===== src/rtl/stream_prefetch_ctrl.sv =====
// Line prefetcher feeding the instruction stream buffer: fetches one 64-byte line as
// sixteen word requests on ibus and forwards the in-order responses with a done pulse.
module stream_prefetch_ctrl #(
    parameter int MAX_OUTSTANDING = 4,
    parameter int LINE_WORDS      = 16
) (
    input  logic        clk,
    input  logic        rst,
    input  logic        prefetch_start,
    input  logic [12:0] prefetch_line_addr,
    input  logic        prefetch_abort,
    output logic        prefetch_req,
    output logic [18:0] prefetch_addr,
    input  logic        prefetch_gnt,
    input  logic        mem_r_valid,
    input  logic [31:0] mem_r_data,
    output logic        prefetch_r_valid,
    output logic [31:0] prefetch_r_data,
    output logic        prefetch_busy,
    output logic        prefetch_done
);

    localparam int OW = $clog2(MAX_OUTSTANDING + 1);

    localparam logic [1:0] ST_IDLE  = 2'd0;
    localparam logic [1:0] ST_ISSUE = 2'd1;
    localparam logic [1:0] ST_DRAIN = 2'd2;
    localparam logic [1:0] ST_FLUSH = 2'd3;

    localparam logic [4:0]    ALL_WORDS = 5'(LINE_WORDS);
    localparam logic [4:0]    LAST_WORD = 5'(LINE_WORDS - 1);
    localparam logic [OW-1:0] MAX_OUT   = OW'(MAX_OUTSTANDING);
    localparam logic [OW-1:0] OUT_ONE   = OW'(1);

    logic [1:0]    state_q, state_d;
    logic [12:0]   line_q, line_d;
    logic [4:0]    issue_cnt_q, issue_cnt_d;
    logic [4:0]    resp_cnt_q, resp_cnt_d;
    logic [OW-1:0] out_q, out_d;
    logic          r_valid_q, r_valid_d;
    logic [31:0]   r_data_q, r_data_d;
    logic          done_q, done_d;

    logic active;
    logic req;
    logic fire;
    logic rsp;
    logic fwd;
    logic last;

    always_comb begin
        active = (state_q == ST_ISSUE) || (state_q == ST_DRAIN);
        req    = (state_q == ST_ISSUE) && (issue_cnt_q < ALL_WORDS) &&
                 (out_q < MAX_OUT) && !prefetch_abort;
        fire   = req && prefetch_gnt;
        // A response with nothing outstanding is a bus error; ignore it rather than wrap.
        rsp    = mem_r_valid && (out_q != '0);
        fwd    = active && !prefetch_abort && rsp;
        last   = fwd && (resp_cnt_q == LAST_WORD);
    end

    always_comb begin
        out_d = out_q;
        case ({fire, rsp})
            2'b10:   out_d = out_q + OUT_ONE;
            2'b01:   out_d = out_q - OUT_ONE;
            default: out_d = out_q;
        endcase
    end

    always_comb begin
        state_d     = state_q;
        line_d      = line_q;
        issue_cnt_d = issue_cnt_q + 5'(fire);
        resp_cnt_d  = resp_cnt_q + 5'(fwd);
        r_valid_d   = fwd;
        r_data_d    = fwd ? mem_r_data : r_data_q;
        done_d      = last;

        case (state_q)
            ST_IDLE: begin
                // Abort has priority so a start racing an icache sleep is dropped.
                if (prefetch_start && !prefetch_abort) begin
                    line_d      = prefetch_line_addr;
                    issue_cnt_d = '0;
                    resp_cnt_d  = '0;
                    state_d     = ST_ISSUE;
                end
            end
            ST_ISSUE: begin
                if (prefetch_abort) begin
                    state_d = ST_FLUSH;
                end else if (last) begin
                    state_d = ST_IDLE;
                end else if (issue_cnt_d == ALL_WORDS) begin
                    state_d = ST_DRAIN;
                end
            end
            ST_DRAIN: begin
                if (prefetch_abort) begin
                    state_d = ST_FLUSH;
                end else if (last) begin
                    state_d = ST_IDLE;
                end
            end
            ST_FLUSH: begin
                if (out_d == '0) begin
                    state_d = ST_IDLE;
                end
            end
            default: begin
                state_d = ST_IDLE;
            end
        endcase
    end

    always_ff @(posedge clk) begin
        if (rst) begin
            state_q     <= ST_IDLE;
            line_q      <= '0;
            issue_cnt_q <= '0;
            resp_cnt_q  <= '0;
            out_q       <= '0;
            r_valid_q   <= 1'b0;
            r_data_q    <= '0;
            done_q      <= 1'b0;
        end else begin
            state_q     <= state_d;
            line_q      <= line_d;
            issue_cnt_q <= issue_cnt_d;
            resp_cnt_q  <= resp_cnt_d;
            out_q       <= out_d;
            r_valid_q   <= r_valid_d;
            r_data_q    <= r_data_d;
            done_q      <= done_d;
        end
    end

    assign prefetch_req     = req;
    assign prefetch_addr    = {line_q, issue_cnt_q[3:0], 2'b00};
    assign prefetch_r_valid = r_valid_q;
    assign prefetch_r_data  = r_data_q;
    assign prefetch_busy    = (state_q != ST_IDLE);
    assign prefetch_done    = done_q;

    bus_no_underflow: assert property (@(posedge clk) disable iff (rst)
        !(mem_r_valid && (out_q == '0)));

endmodule


===== config.mk =====
export PLATFORM = sky130hd
export DESIGN_NAME = stream_prefetch_ctrl
export DESIGN_NICKNAME = d
export VERILOG_FILES = /design/src/rtl/stream_prefetch_ctrl.sv
export SDC_FILE = /design/constraint.sdc
export NUM_CORES = 1
export LEC_CHECK = 0
export BUFFER_PORTS_ARGS = -buffer_cell sky130_fd_sc_hd__buf_4
export CORE_MARGIN = 1.5
export CORE_UTILIZATION = 47
export DETAILED_ROUTE_END_ITERATION = 6
export GPL_ROUTABILITY_DRIVEN = 0
export PLACE_DENSITY = 0.86
export SLEW_MARGIN = 20
export SYNTH_ARGS = -nofsm -noshare
export SYNTH_HDL_FRONTEND = slang
export SYNTH_SLANG_ARGS = --single-unit

===== constraint.sdc =====
create_clock -name clk -period 3.3 [get_ports clk]
set_input_delay 0.165 -clock clk [delete_from_list [all_inputs] [get_ports clk]]
set_output_delay 0.165 -clock clk [all_outputs]
set_load 0.01 [all_outputs]

# [Word-level counts from Yosys, hierarchy flattened]
# Index checks and enable logic that the tools add are counted.
[totals] register_bits=62 wordCells=55 out_inout_bits=55
[op_classes] muxes=13 magnitude_cmp=2 n_reduce_logical=17 addsub=4 eq_ne=11
[op_table] op="$mux W5" count=4
[op_table] op="$mux W2" count=7
[op_table] op="$add A5 B1 Y5" count=2
[op_table] op="$logic_and A1 B1 Y1" count=9
[op_table] op="$pmux W2 S4" count=1
[op_table] op="$eq A2 B2 Y1 const B" count=3
[op_table] op="$pmux W3 S2" count=1
[op_table] op="$eq A5 B4 Y1 const B" count=1
[op_table] op="$eq A5 B5 Y1 const B" count=1
[op_table] op="$lt A5 B5 Y1 const B" count=1
[op_table] op="$eq A2 B1 Y1 const B" count=2
[op_table] op="$ne A2 B2 Y1 const B" count=2
[op_table] op="$ne A4 B3 Y1 const B" count=1
[op_table] op="$reduce_and A4 Y1" count=1
[op_table] op="$add A3 B1 Y3 const B" count=1
[op_table] op="$logic_not A3 Y1" count=1
[op_table] op="$lt A3 B3 Y1 const B" count=1
[op_table] op="$ne A3 B3 Y1 const B" count=1
[op_table] op="$reduce_bool A3 Y1" count=1
[op_table] op="$sub A3 B1 Y3 const B" count=1
[op_table] op="$logic_not A2 Y1" count=1
[op_table] op="$reduce_and A2 Y1" count=1
[op_table] op="$reduce_bool A2 Y1" count=1
[op_table] op="$logic_not A1 Y1" count=1
[op_table] op="$logic_or A1 B1 Y1" count=1

# [Depth between registers and ports, before layout]
# Gate-level depths: netlist of the first run.
[logic_depth] word_depth=11 depth_mapped=15

# [Worst setup path after synthesis of the first run]
# No wires, ideal clock.
[synth_timing] kind="register -> register" startpoint="reg state_q[1]" endpoint="reg state_q[1]" setup_slack_ps=624 t_arrival_ps=2581 path_stages_with_launch=16 synth_period_minus_slack_ps=2676 path_cell_list="dfxtp_1 -> inv_1 -> ha_1 -> nand2b_1 -> nor3_1 -> and2_1 -> inv_1 -> ha_1 -> inv_1 -> fa_1 -> xor2_1 -> nor2_1 -> xor2_1 -> o21ai_0 -> nand2_1 -> o41ai_2"
[synth_via] elab_chain_len=10 word_cells_on_any_way=26 classes_between="add/sub: 1; eq/ne: 10; mux: 4; reduce/logical: 11"
[synth_lines] element="start: declaration" line="35" text="logic [1:0] state_q, state_d;"
[synth_lines] element="start signal: assignment" line="128" text="state_q <= state_d;"
[synth_lines] element="$eq A2 B1 Y1 (*)" line="53" text="req = (state_q == ST_ISSUE) && (issue_cnt_q < ALL_WORDS) &&"
[synth_lines] element="$logic_and A1 B1 Y1 (*) (2 in a row)" line="53"
[synth_lines] element="$logic_and A1 B1 Y1 (*)" line="54" text="(out_q < MAX_OUT) && !prefetch_abort;"
[synth_lines] element="named net prefetch_req" line="12" text="output logic prefetch_req,"
[synth_lines] element="$logic_and A1 B1 Y1 (*)" line="55" text="fire = req && prefetch_gnt;"
[synth_lines] element="branches (longest 4 deep; another with $add A5 B1 Y5)"
[synth_lines] element="$reduce_and A4 Y1 (no source line) (*)"
# Mark *: on every way through the listed nets, which the timed path passes.
# A chain may end at the register's enable or synchronous reset.

# [Worst setup path in the final report of the first run]
[layout_timing] startpoint="reg state_q[1]" endpoint="reg state_q[1]"
[layout_via] elab_chain_len=10 word_cells_on_any_way=26 classes_between="add/sub: 1; eq/ne: 10; mux: 4; reduce/logical: 11"
[layout_lines] element="branches (longest 10 deep; another with $add A5 B1 Y5)"
# Parallel ways; which one is timed is not known.

==> run_results.csv, run 1 <==
group,metric,value,unit
timing,layout_min_cycle_time,2.86,ns
grt,grt_max_degree,56,
status,status,"completed",
detailed_routing,drtIter0Drc,100,
cts,clk_pin_slew_worst_paths,0.07,ns
flow_run,max-cap-violations,0,
cts,htree_num_levels,3,
grt,gr-usage-all-layers,0.202,
worst_setup_path,path_cells,"inv_1 > ha_1 > nand2b_1 > nor3_1 > and2_1 > inv_1 > ha_1 > inv_1 > fa_1 > xor2_1 > nor2_1 > xor2_1 > o21ai_0 > nand2_1 > o41ai_2",
logic_synthesis,synthFlopType,"dfxtp_1",
timing,tightest_slew,0.684,ns
place,portBuffers,103,
grt,grt_pass1_wl,9.41,mm
floorplan,die_w,76.0,um
logic_synthesis,synth_area,2500,um2
floorplan,dieArea,5770,um2
timing,rsz0062_at_grt,"no",
logic_synthesis,synth_enable_flop_cells,0,
worst_setup_path,max_stage_delay,0.37,ns
worst_setup_path,path_common_cell,"inv_1",
timing,fin_crit_sh,0.867,
logic_synthesis,synth_warnings,0,
logic_synthesis,synth_top_area_frac,0.496,
floorplan,ios,106,
timing,fin_setup_tns,0,ns
power,power_per_cell_area,533,nW/um2
place,place_hpwl,3.94,mm
power,power,1.85,mW
finish,area_delta_synth_final,38.8,%
detailed_routing,drc,0,
cts,cts.sinks,62,
logic_synthesis,synth.area.top_cells,"dfxtp_1, nand2_1, a21oi_1, ha_1, xor2_1",
cts,cts_buffer_depth,2,
detailed_routing,ant_nets,0,
detailed_routing,first_pass_iters,4,
cts,tritoncts,"built",
detailed_routing,avgRoutedWirePerCell,11.7,um
cts,clock_latency,0.33,ns
worst_setup_path,worstPathRequired,3.53,ns
logic_synthesis,synth.distinct_cells,33,
grt,antenna_found_initial,0,
cts,cts_root_buf,"clkbuf_8",
timing,fin_worst_skew,0.00905,ns
logic_synthesis,synth_top_area_cell,"dfxtp_1",
floorplan,coreArea,5110,um2
detailed_routing,vias,2307,
worst_setup_path,worst-path-buf-inv,3,
timing,setup_violations,0,
min_path,hold_class,"in2reg",
detailed_routing,via_per_inst,4.84,
worst_setup_path,crit_family,"adder cells",
floorplan,std_cell_rows,26,
cts,post_cts_buffers,0,
finish,final_nets,463,
grt,grt-ovfl-total,0,
logic_synthesis,avgSynthCellArea,8.18,um2
worst_setup_path,cp_max_fo,4,
logic_synthesis,async_flop_share,0,
cts,postCtsHoldBufs,0,
logic_synthesis,synth_common_cells,"nand2_1, dfxtp_1, a21oi_1",
logic_synthesis,yosysSeqAreaShare,0.496,
worst_setup_path,endpoint_kind,"register",
timing,hold_viol_final,0,
worst_setup_path,critical_path_class,"reg2reg",
logic_synthesis,synth_most_common_cell,"nand2_1",
power,worst_ir_drop_vdd,0.331,mV
grt,grt_pass1_vias,2219,
worst_setup_path,critPathLaunchType,"register",
worst_setup_path,cpMaxStageDelayCell,"fa_1",
cts,cts_resized,0,
detailed_routing,postRouteWirelength,5.58,mm
worst_setup_path,arrival,3.09,ns
timing,finalMaxSlewViolations,0,
finish,utilization,0.680,
cts,cts_buffers,9,
timing,max_freq,0.350,GHz
logic_synthesis,syn_inst,306,
power,p_leak,1.51,nW
floorplan,start_util,0.490,
timing,slew_headroom,0.544,
logic_synthesis,synth-seq-cells,62,
finish,antennaDiodeCount,0,
finish,drive_gt1_frac,0.310,
floorplan,die_h,76.0,um
[layer usage]
layer	up-vias	GRT usage	share of wire	wire length, um
met5	-	0	0	0
met4	0	0.113	0.022	123
met3	12	0.0443	0.067	374
met2	83	0.357	0.48	2660
met1	1037	0.224	0.43	2420
li1	1175	-	-	-
[layout by cell type (no fill, tap or decap), types with 2 or more instances in the layout]
| cell type | n |
|---|---|
| nor3_1 | 5 |
| inv_1 | 9 |
| a21oi_1 | 47 |
| or3_1 | 2 |
| buf_4 | 106 |
| xnor2_1 | 3 |
| o21ai_0 | 3 |
| nor2_1 | 13 |
| nand3_1 | 4 |
| nand2_1 | 92 |
| nand2b_1 | 2 |
| nor2b_1 | 6 |
| clkbuf_8 | 11 |
| conb_1 | 2 |
| a31oi_1 | 2 |
| and2_1 | 5 |
| dfxtp_1 | 62 |
| xor2_1 | 6 |
| clkinv_2 | 3 |
| ha_1 | 9 |
| a211o_1 | 2 |
[worst register-to-register path, cell delays in order (launching register included)]
cell      delay, ns
dfxtp_1        0.36
inv_1          0.08
ha_1           0.21
nand2b_1       0.10
nor3_1         0.06
and2_1         0.18
inv_1          0.06
ha_1           0.19
inv_1          0.07
fa_1           0.37
xor2_1         0.15
nor2_1         0.07
xor2_1         0.14
o21ai_0        0.35
nand2_1        0.12
o41ai_2        0.27
[layout make-up]
type | count | area, um2
inverter | 10 | 37.5
tap | 70 | 87.6
clock buffer | 12 | 155
clock inverter | 4 | 45.0
sequential | 62 | 1240
timing repair buffer | 106 | 796
multi-input combinational | 213 | 1110
fill | 423 | 1630
[cells by family (layout without fill, tap and decap cells)]
kind of cell | Yosys count | in the layout | share of synthesized area
and+or+nand+nor | 133 | 133 | 0.224
buffers and inverters | 32 | 132 | 0.0615
muxes | 1 | 1 | 0.00400
xor gates and xnor gates | 9 | 9 | 0.0315
other | 1 | 2 | 0.00150
adders and majority gates | 10 | 10 | 0.0530
AOI/OAI and AO/OA | 58 | 58 | 0.128
DFF | 62 | 62 | 0.496
[final timing paths]
path | depth (start not counted) | to | slack, ns | start
setup / recovery | 15 | state_q[1] | 0.44 | state_q[1]
hold / removal | 3 | prefetch_r_data[19] | 0.08 | mem_r_data[19]
setup reg to reg | 15 | state_q[1] | 0.44 | state_q[1]
hold reg to reg | 2 | prefetch_r_data[29] | 0.45 | prefetch_r_data[29]
[per-stage QoR]
step / instances / hold WS, ns / area (um2) / worst slack [ns]
floorplan: 307 / 0.301 / 2510 / 0.624
global placement: 461 / 0.411 / 3270 / 0.593
detailed placement: 461 / 0.421 / 3270 / 0.473
CTS: 477 / 0.0639 / 3470 / 0.437
global route: 477 / 0.0764 / 3470 / 0.191
finish: 477 / 0.0765 / 3470 / 0.440
[state kept, by name, indices dropped and copies added (netlist names)]
| register | flops |
|---|---|
| line_q | 13 |
| resp_cnt_q | 5 |
| state_q | 2 |
| prefetch_r_valid | 1 |
| issue_cnt_q | 5 |
| out_q | 3 |
| prefetch_r_data | 32 |
| prefetch_done | 1 |
[power breakdown]
part / switching [mW] / internal, mW / leakage (nW)
clock network: 0.274 / 0.386 / 0.106
registers: 0.0310 / 0.794 / 0.501
logic: 0.188 / 0.177 / 0.903
total: 0.494 / 1.36 / 1.51
(Power assumes the default switching activity.)
==> inputs of run 2 (changes only) <==
--- a/config.mk
+++ b/config.mk
@@ -6,6 +6,7 @@
 export NUM_CORES = 1
 export LEC_CHECK = 0
 export BUFFER_PORTS_ARGS = -buffer_cell sky130_fd_sc_hd__buf_4
+export CORE_ASPECT_RATIO = 1.2
 export CORE_MARGIN = 1.5
 export CORE_UTILIZATION = 47
 export DETAILED_ROUTE_END_ITERATION = 6
==> run 2 against run 1 <==
Against the previous run:
- global-route usage fell by 0.45 points
- core utilization fell by 0.30 points
- non-clock buffer count did not move
- clock power fell by 19%
- total power fell by 6.8%
- wire length rose by 1.8%
- count of clock-buffer cells in the layout did not move
- final cell count fell by 2.5%
- cell area fell by 1.7%
==> run_results.csv, run 2 (synthesis gave the netlist of run 1 again) <==
group,metric,value,unit
status,status,"completed",
power,power_per_cell_area,505,nW/um2
floorplan,dieArea,5780,um2
detailed_routing,first_pass_iters,4,
cts,htree_num_levels,3,
worst_setup_path,worstPathRequired,3.53,ns
grt,grt.busiest_layer,"met2",
cts,tritoncts,"built",
worst_setup_path,r2r_cells,15,
power,worst_ir_drop_vdd,0.420,mV
finish,area_delta_synth_final,36.5,%
worst_setup_path,critical_path_class,"reg2reg",
cts,post_cts_buffers,0,
finish,largest_reg_flops,32,
timing,finalMaxSlewViolations,0,
timing,fin_setup_tns,0,ns
detailed_routing,via_per_inst,4.96,
cts,cts.sinks,62,
detailed_routing,postRouteWirelength,5.68,mm
timing,layout_min_cycle_time,2.86,ns
finish,final_common_cell,"buf_4",
finish,final_nets,463,
grt,grt-ovfl-total,0,
finish,fill_cells,439,
power,power,1.73,mW
detailed_routing,ant_nets,0,
floorplan,ios,106,
floorplan,start_util,0.496,
worst_setup_path,cp_max_fo,4,
grt,gr-usage-all-layers,0.197,
min_path,hp-start,"mem_r_data[4]",
grt,antenna_found_initial,0,
finish,final_cell_mix,"buf_4, nand2_1, dfxtp_1",
timing,tightest_slew,0.565,ns
timing,hold_viol_final,0,
grt,grt_pass1_vias,2168,
min_path,hold_path_end,"prefetch_r_data[4]",
place,portBuffers,103,
grt,grt_util_met3,0.0583,
grt,use_met2,0.359,
grt,grt_pass1_wl,9.32,mm
cts,cts_buffer_depth,2,
cts,clk_pin_slew_worst_paths,0.06,ns
finish,utilization,0.677,
floorplan,coreArea,5040,um2
min_path,whs_path_depth,3,
grt,grt_max_degree,56,
timing,rsz0062_at_grt,"no",
min_path,hold_class,"in2reg",
finish,antennaDiodeCount,0,
timing,fin_worst_skew,0.00589,ns
cts,cts_root_buf,"clkbuf_8",
floorplan,die_h,83.0,um
cts,cts_resized,0,
worst_setup_path,critPathLaunchType,"register",
worst_setup_path,r2r-end,"state_q[1]",
timing,setup_violations,0,
grt,grt_util_met1,0.210,
finish,drive_gt1_frac,0.304,
detailed_routing,vias,2307,
timing,hold_ws,0.0880,ns
timing,fin_crit_sh,0.865,
worst_setup_path,arrival,3.08,ns
finish,stdcell_count,465,
floorplan,die_w,69.6,um
flow_run,max-cap-violations,0,
place,dp.cells,451,
cts,clock_latency,0.32,ns
worst_setup_path,endpoint_kind,"register",
cts,postCtsHoldBufs,0,
detailed_routing,drc,0,
detailed_routing,drtIter0Drc,95,
timing,slew_headroom,0.624,
worst_setup_path,rrSetupSlack,0.44,ns
worst_setup_path,r2r-start,"state_q[1]",
floorplan,std_cell_rows,28,
power,p_leak,1.49,nW
place,place_hpwl,4.18,mm
detailed_routing,avgRoutedWirePerCell,12.2,um
timing,max_freq,0.350,GHz
cts,cts_buffers,9,
## run 2: layout make-up
type | count | area [um2] | share of cell area
Timing Repair Buffer | 106 | 796 | 0.233
Clock inverter | 2 | 10.0 | 0.00293
Inverter | 10 | 37.5 | 0.0110
Tap cell | 60 | 75.1 | 0.0220
Sequential cell | 62 | 1240 | 0.363
Clock buffer | 12 | 145 | 0.0425
Multi-Input combinational cell | 213 | 1110 | 0.326
## run 2: power breakdown
part	total [mW]	switching [mW]	internal [mW]	leakage, nW
sequential	0.828	0.0335	0.794	0.501
combinational	0.363	0.188	0.176	0.903
clock	0.535	0.252	0.282	0.0821
total	1.73	0.473	1.25	1.49
## run 2: worst max-delay path: stages, from the launching register on
cell	delay, ns
dfxtp_1	0.35
inv_1	0.09
ha_1	0.21
nand2b_1	0.11
nor3_1	0.06
and2_1	0.17
inv_1	0.05
ha_1	0.17
inv_1	0.06
fa_1	0.37
xor2_1	0.15
nor2_1	0.06
xor2_1	0.14
o21ai_0	0.37
nand2_1	0.13
o41ai_2	0.28
## run 2: worst max path at each step
stage	cells past startpoint	slack, ns	from	endpoint
after CTS	15	0.42	state_q[1]	state_q[1]
after global placement	15	0.59	state_q[1]	state_q[1]
after global routing	14	0.18	state_q[1]	state_q[1]
after detailed placement	15	0.44	state_q[1]	state_q[1]
after floorplan	15	0.62	state_q[1]	state_q[1]
final	15	0.44	state_q[1]	state_q[1]
## run 2: layer usage
metal | vias up | wire length, um
li1 | 1174 | -
met1 | 1060 | 2240
met2 | 63 | 3030
met3 | 10 | 316
met4 | 0 | 89
met5 | - | 0
## run 2: per-stage QoR
| stage | instance area [um2] | setup slack [ns] |
|---|---|---|
| final | 3420 | 0.445 |
| after global routing | 3420 | 0.183 |
| after CTS | 3420 | 0.420 |
| after detailed placement | 3260 | 0.437 |
| after global placement | 3260 | 0.593 |
| after floorplan | 2510 | 0.624 |
==> inputs of run 3 (changes only) <==
--- a/config.mk
+++ b/config.mk
@@ -11,7 +11,7 @@
 export CORE_UTILIZATION = 47
 export DETAILED_ROUTE_END_ITERATION = 6
 export GPL_ROUTABILITY_DRIVEN = 0
-export PLACE_DENSITY = 0.86
+export PLACE_DENSITY_LB_ADDON = 0.3
 export SLEW_MARGIN = 20
 export SYNTH_ARGS = -nofsm -noshare
 export SYNTH_HDL_FRONTEND = slang
==> run 3 against run 2 <==
Against the previous run:
- global-route usage rose by 0.17 points
- sequential cell count did not move
- clock skew barely moved
==> run_results.csv, run 3 (synthesis gave the netlist of run 1 again) <==
group,metric,value,unit
worst_setup_path,cp_max_fo,4,
grt,grt_max_degree,56,
floorplan,die_w,69.6,um
timing,rsz0062_at_grt,"no",
worst_setup_path,critical_path_class,"reg2reg",
detailed_routing,drtIter0Drc,103,
floorplan,die_h,83.0,um
status,status,"completed",
timing,slew_headroom,0.628,
cts,cts_buffers,9,
timing,fin_setup_tns,0,ns
cts,cts_root_buf,"clkbuf_8",
grt,antenna_found_initial,0,
detailed_routing,first_pass_iters,4,
timing,fin_worst_skew,0.00594,ns
floorplan,ios,106,
cts,cts_resized,0,
floorplan,std_cell_rows,28,
place,dp.cells,451,
power,power_per_cell_area,519,nW/um2
cts,tritoncts,"built",
timing,fin_crit_sh,0.863,
finish,final_common_cell,"buf_4",
cts,cts.sinks,62,
grt,grt_pass1_vias,2142,
timing,hold_viol_final,0,
detailed_routing,via_per_inst,4.90,
cts,post_cts_buffers,0,
cts,htree_num_levels,3,
timing,finalMaxSlewViolations,0,
power,worst_ir_drop_vdd,0.341,mV
detailed_routing,ant_nets,0,
min_path,hold_class,"in2reg",
power,p_leak,1.50,nW
cts,postCtsHoldBufs,0,
finish,final_nets,463,
timing,tightest_slew,0.558,ns
timing,setup_violations,0,
finish,stdcell_count,467,
timing,fin_ws,0.453,ns
floorplan,start_util,0.496,
place,place_hpwl,4.05,mm
timing,layout_min_cycle_time,2.85,ns
detailed_routing,drc,0,
detailed_routing,avgRoutedWirePerCell,12.1,um
worst_setup_path,worstPathRequired,3.54,ns
cts,cts_buffer_depth,2,
finish,largest_reg_flops,32,
worst_setup_path,endpoint_kind,"register",
flow_run,max-cap-violations,0,
place,portBuffers,103,
place,post-place-ws,0.473,ns
timing,max_freq,0.351,GHz
worst_setup_path,arrival,3.08,ns
detailed_routing,vias,2286,
grt,gr-usage-all-layers,0.199,
floorplan,coreArea,5040,um2
grt,grt_pass1_wl,9.38,mm
grt,grt-ovfl-total,0,
floorplan,dieArea,5780,um2
detailed_routing,postRouteWirelength,5.64,mm
cts,clock_latency,0.33,ns
worst_setup_path,rrSetupSlack,0.45,ns
finish,antennaDiodeCount,0,
finish,drive_gt1_frac,0.312,
cts,clk_pin_slew_worst_paths,0.07,ns
finish,final_cell_mix,"buf_4, nand2_1, dfxtp_1",
worst_setup_path,critPathLaunchType,"register",
finish,area_delta_synth_final,37.7,%
-- run 3: changes by cell type in the layout (fill, tap and decap cells not counted), sizes merged --
| cell | previous run | this run |
|---|---|---|
| clkbuf | 12 | 11 |
| clkinv | 2 | 3 |
| clkinvlp | 0 | 2 |
-- run 3: per-stage QoR --
stage          total power [mW]  utilization  hold WS [ns]  instance area [um2]
2_1_floorplan              1.07            -         0.301                 2510
3_3_place_gp               1.20        0.647         0.412                 3260
3_5_place_dp               1.21        0.647         0.422                 3260
4_1_cts                    1.81        0.683        0.0651                 3450
5_1_grt                    1.90        0.683        0.0610                 3450
6_report                   1.79        0.683        0.0750                 3450
-- run 3: area by class of cell --
| type | instances | area, um2 |
|---|---|---|
| clock buffer | 11 | 151 |
| fill | 445 | 1600 |
| clock inverter | 5 | 33.8 |
| timing repair buffer | 106 | 796 |
| multi-input combinational | 213 | 1110 |
| tap | 60 | 75.1 |
| inverter | 10 | 37.5 |
| sequential | 62 | 1240 |
-- run 3: worst paths after layout --
path,start,endpoint,cells past startpoint
worst max-delay path,state_q[1],state_q[1],15
worst min-delay path,mem_r_data[22],prefetch_r_data[22],3
worst max register to register,state_q[1],state_q[1],15
worst min register to register,line_q[9],line_q[9],2
-- run 3: critical path, cell delays in order (launching register included) --
cell,delay (ns)
dfxtp_1,0.36
inv_1,0.09
ha_1,0.21
nand2b_1,0.11
nor3_1,0.06
and2_1,0.17
inv_1,0.05
ha_1,0.17
inv_1,0.06
fa_1,0.37
xor2_1,0.14
nor2_1,0.06
xor2_1,0.15
o21ai_0,0.36
nand2_1,0.12
o41ai_2,0.27
-- run 3: layer usage --
metal / share of wire / track usage / vias up
met4: 0.020 / 0.0997 / 0
met2: 0.52 / 0.347 / 57
li1: - / - / 1174
met1: 0.41 / 0.225 / 1043
met3: 0.051 / 0.0473 / 12
met5: 0 / 0 / -
-- run 3: power by group --
group          switching, mW  internal, mW
clock network          0.286         0.311
logic                  0.188         0.177
registers             0.0320         0.794
